File: src/rtl/input_irq_conditioner.sv
// Board input conditioner: per-bit 2-FF sync, counter debounce, polarity
// normalisation and sticky edge-pending flags feeding one level interrupt.
module input_irq_conditioner #(
   parameter int unsigned      N_IN            = 13,
   parameter int unsigned      DEBOUNCE_CYCLES = 500000,
   parameter logic [N_IN-1:0]  ACTIVE_LOW_MASK = N_IN'(13'h1C00)
) (
   input  logic            CLOCK_50,
   input  logic            reset,
   input  logic [N_IN-1:0] raw_in,
   input  logic [N_IN-1:0] edge_sel,
   input  logic [N_IN-1:0] irq_en,
   input  logic            pend_clr_valid,
   input  logic [N_IN-1:0] pend_clr_mask,
   output logic [N_IN-1:0] level_out,
   output logic [N_IN-1:0] pending_out,
   output logic            irq
);

   localparam int unsigned      CNT_W   = $clog2(DEBOUNCE_CYCLES + 1);
   localparam logic [CNT_W-1:0] CNT_MAX = CNT_W'(DEBOUNCE_CYCLES - 1);

   logic [N_IN-1:0]  sync1;
   logic [N_IN-1:0]  sync2;
   logic [N_IN-1:0]  level;
   logic [N_IN-1:0]  toggled;
   logic [N_IN-1:0]  pend;
   logic [N_IN-1:0]  ev;
   logic [N_IN-1:0]  clr;
   logic [CNT_W-1:0] cnt [N_IN];

   // Synchronizer and debounce; toggled marks a level change made on this edge
   always_ff @(posedge CLOCK_50) begin
      if (reset) begin
         sync1   <= '0;
         sync2   <= '0;
         level   <= '0;
         toggled <= '0;
         for (int i = 0; i < int'(N_IN); i++) cnt[i] <= '0;
      end else begin
         sync1 <= raw_in ^ ACTIVE_LOW_MASK;
         sync2 <= sync1;
         for (int i = 0; i < int'(N_IN); i++) begin
            if (sync2[i] == level[i]) begin
               cnt[i]     <= '0;
               toggled[i] <= 1'b0;
            end else if (cnt[i] == CNT_MAX) begin
               cnt[i]     <= '0;
               level[i]   <= ~level[i];
               toggled[i] <= 1'b1;
            end else begin
               cnt[i]     <= cnt[i] + CNT_W'(1);
               toggled[i] <= 1'b0;
            end
         end
      end
   end

   // Event when the freshly accepted level matches the selected edge direction
   always_comb begin
      ev  = toggled & (level ^ edge_sel);
      clr = pend_clr_valid ? pend_clr_mask : '0;
   end

   // Sticky pending flags; a new event wins over a simultaneous clear
   always_ff @(posedge CLOCK_50) begin
      if (reset) begin
         pend <= '0;
      end else begin
         pend <= (pend & ~clr) | ev;
      end
   end

   assign level_out   = level;
   assign pending_out = pend;
   assign irq         = |(pend & irq_en);

endmodule

File: config.mk
export PLATFORM = sky130hd
export DESIGN_NAME = input_irq_conditioner
export DESIGN_NICKNAME = d
export VERILOG_FILES = /design/src/rtl/input_irq_conditioner.sv
export SDC_FILE = /design/constraint.sdc
export NUM_CORES = 1
export LEC_CHECK = 0
export CAP_MARGIN = 5
export CORE_MARGIN = 3
export CORE_UTILIZATION = 45
export DETAILED_ROUTE_END_ITERATION = 8
export HOLD_SLACK_MARGIN = 0.05
export SLEW_MARGIN = 20
export SYNTH_ARGS = -nofsm -noshare
export SYNTH_HDL_FRONTEND = slang
export SYNTH_SLANG_ARGS = --single-unit
File: constraint.sdc
create_clock -name CLOCK_50 -period 3.3 [get_ports CLOCK_50]
set_clock_uncertainty 0.15 [all_clocks]
set_input_delay 0.66 -clock CLOCK_50 [delete_from_list [all_inputs] [get_ports CLOCK_50]]
set_output_delay 0.66 -clock CLOCK_50 [all_outputs]
set_load 0.01 [all_outputs]
==> tab_implementation.tex <==
\begin{tabular}{lr}
\hline
Metric & Value \\
\hline
\multicolumn{2}{l}{\textbf{Synth}} \\
Mapped Cells & 1536 \\
Synth top area share & 46.1\% \\
Area leader, netlist & sky130\_fd\_sc\_hd\_\_edfxtp\_1 \\
Syn. warnings & 0 \\
Syn Std Cell Area & 16100 µm² \\
Register area share after synthesis & 54.2\% \\
Number of unique standard cell types used by synthesis & 61 \\
Post-Synth Adder-Cell Area & 1.01\% \\
Largest cells by area after synthesis & sky130\_fd\_sc\_hd\_\_edfxtp\_1, sky130\_fd\_sc\_hd\_\_dfxtp\_1, sky130\_fd\_sc\_hd\_\_nor2\_1 \\
Average size of a mapped cell & 10.5 µm² \\
Number of storage elements in the synthesis netlist & 312 \\
Most used DFF post-synth & sky130\_fd\_sc\_hd\_\_edfxtp\_1 \\
Multiplexer share of the synthesized area & 0\% \\
Post-synth ARST share & 0\% \\
Parity-gate share of the synthesized area counting xor and xnor cells & 9.96\% \\
Combinational family with the most area after synthesis & simple AND/OR/NAND/NOR gates \\
Compound-gate portion of the synthesized area & 7.54\% \\
Number of synthesized flops with an enable pin & 247 \\
Post-Synth Simple-Gate Area & 24.8\% \\
\multicolumn{2}{l}{\textbf{Clock tree}} \\
Buffer levels on the longest clock path & 3 \\
Number of post-CTS setup repair buffers & 0 \\
Resized Gates After CTS & 0 \\
TritonCTS clock tree & done \\
Inserted Clock Buffers & 37 \\
Worst-skew pair later-pin latency & 0.51 ns \\
Hold-fix buffer count after cts & 0 \\
Cell at the root of the clock tree & sky130\_fd\_sc\_hd\_\_clkbuf\_16 \\
Clock sink count & 312 \\
Post-CTS clock slew at the launch and capture registers of the worst setup and hold paths & 0.05 ns \\
\# H-tree levels & 2 \\
\multicolumn{2}{l}{\textbf{Drt}} \\
Final wirelength & 31600 µm \\
Average vias per placed instance & 5.06 \\
DR pass1 iterations & 5 \\
Count of nets left with antenna violations after detail routing & 0 \\
Via count & 11900 \\
DRC violation count after routing & 0 \\
Number of violations reported at the end of detailed-routing iteration 0 & 611 \\
Average wire length per cell after detail routing & 13.4 µm \\
\multicolumn{2}{l}{\textbf{STA}} \\
Highest clock frequency the design can meet & 0.323 GHz \\
Accumulated negative setup slack & 0 ns \\
Final clock period utilization by the worst path & 93.7\% \\
Final Max Tran Viols & 0 \\
Worst hold slack & 0.283 ns \\
Final Setup Violations & 0 \\
Endpoints failing hold & 0 \\
Worst rel slew slack & 59.6\% \\
Transition time at the pin with the least slew margin & 0.601 ns \\
Unrepaired setup endpoints after global routing & false \\
Final Critical Period & 3.09 ns \\
\multicolumn{2}{l}{\textbf{GRT}} \\
Number of global-route vias before repair & 11300 \\
Overflow left after global routing & 0 \\
Initial antenna violation count & 2 \\
Maximum number of pins on one net before global-route repair & 28 \\
First-pass GRT wire length & 53300 µm \\
GRT Resource Usage Total & 16.4\% \\
\multicolumn{2}{l}{\textbf{Place}} \\
Number of buffer cells added on primary ports & 81 \\
Final weighted congestion of routability-driven global placement & 0.796 \\
Total cell area at the placement stage & 18300 µm² \\
Half-perimeter wire length of the detailed placement result & 22600 µm \\
\multicolumn{2}{l}{\textbf{Floorplan}} \\
Vertical die dimension & 195 µm \\
Width of the die & 195 µm \\
Core region area & 34900 µm² \\
Boundary Pins & 82 \\
Starting Density & 46.1\% \\
Standard-cell row count & 68 \\
Overall die area & 38100 µm² \\
\multicolumn{2}{l}{\textbf{Hold path}} \\
Class of the tightest hold or removal check & reg2reg \\
Worst hold stages & 1 \\
\multicolumn{2}{l}{\textbf{Power}} \\
IR Drop Worst-Case VDD & 460 µV \\
Total power density per cell area & 461 nW/µm² \\
Pleak & 0.00670 µW \\
\multicolumn{2}{l}{\textbf{Setup path}} \\
Setup crit start kind & input pin \\
Endpoint class of the critical path & output port \\
Maximum net fanout on the critical path & 1 \\
Path depth of the worst reg2reg path & 4 \\
Critical Path AT & 2.28 ns \\
Worst Setup Path Type & in2out \\
Data required time at the worst endpoint & 2.49 ns \\
\multicolumn{2}{l}{\textbf{Run status}} \\
Run status & finished clean \\
\multicolumn{2}{l}{\textbf{Layout}} \\
Nets@finish & 1938 \\
Top library cells by usage in the layout, fill and taps aside & sky130\_fd\_sc\_hd\_\_edfxtp\_1, sky130\_fd\_sc\_hd\_\_conb\_1, sky130\_fd\_sc\_hd\_\_nor2\_1 \\
Layout filler cell count & 3149 \\
Fraction of final layout cells sized beyond drive strength 1 & 5.75\% \\
Finished Cell Area & 19500 µm² \\
Area added between synthesis and finish & 21.3\% \\
\multicolumn{2}{l}{\textbf{Flow run}} \\
Number of maximum-capacitance violations & 0 \\
\hline
\end{tabular}
-- kinds of logic (layout without fill, tap and decap cells) --
| logic type | after synthesis | in the layout |
|---|---|---|
| simple gates | 747 | 747 |
| flops | 312 | 312 |
| compound gates | 186 | 186 |
| xor+xnor | 183 | 183 |
| buf+inv | 94 | 208 |
| fa+ha+maj | 13 | 13 |
| other cells | 1 | 248 |
-- sequential cells by signal, indices dropped and copies added, names as in the netlist --
register     count
cnt            247
level_out       13
pending_out     13
sync1           13
sync2           13
toggled         13
-- stage by stage --
step	util, %	std cells	total power (µW)	setup slack, ns
6_report	55.9	2352	8990	0.207
5_1_grt	55.9	2352	9350	0.0860
4_1_cts	55.9	2351	9120	0.186
3_5_place_dp	52.4	2286	5010	0.183
3_3_place_gp	52.4	2286	5000	0.196
2_1_floorplan	-	1782	4850	0.983
-- Yosys cell counts, drive strengths merged (15+ instances only) --
master  count
buf        15
nor4       32
o31ai      30
and4       21
or3        40
nand3      86
xor2       87
inv        48
dfxtp      65
or4        43
nor3       43
nor2      230
edfxtp    247
nand2      86
nand4      63
clkbuf     31
a21oi      72
xnor2      96
nor2b      25
a22oi      15
o21ai      37
-- worst paths after layout --
kind,startpoint,end,slack (ns)
max,irq_en[3],irq,0.21
min,sync1[6],sync2[6],0.28
max reg2reg,cnt[0][45],cnt[0][45],0.71
min reg2reg,sync1[6],sync2[6],0.28
-- final cells by class --
cell class	count	area, µm²	area share [%]
Tap cell	455	569	2.92
Multi-Input combinational cell	1376	7900	40.5
Inverter	48	180	0.924
Timing Repair Buffer	95	911	4.67
Clock buffer	58	1140	5.83
Clock inverter	7	86.3	0.443
Sequential cell	312	8720	44.7
Antenna cell	1	2.50	0.0128
-- power breakdown --
| group | switching (µW) | leakage, µW | internal [µW] | total, µW |
|---|---|---|---|---|
| combinational | 205 | 0.00303 | 183 | 389 |
| sequential | 156 | 0.00308 | 4390 | 4550 |
| clock | 1550 | 0.000599 | 2510 | 4060 |
| total | 1910 | 0.00670 | 7090 | 8990 |
-- per-layer routing --
metal,GRT usage [%],vias up,wire length [µm]
li1,-,6100,-
met1,22.8,5586,15300
met2,26.8,174,14500
met3,2.95,47,1220
met4,4.28,2,573
met5,0,-,13
-- worst max-delay path: stages --
cell,delay (ns)
sky130_fd_sc_hd__clkdlybuf4s50_1,0.39
sky130_fd_sc_hd__a22o_1,0.22
sky130_fd_sc_hd__a221oi_1,0.21
sky130_fd_sc_hd__buf_4,0.21
sky130_fd_sc_hd__nand3_1,0.08
sky130_fd_sc_hd__clkdlybuf4s50_1,0.49
Note: power is estimated with default switching activity, not from simulation.
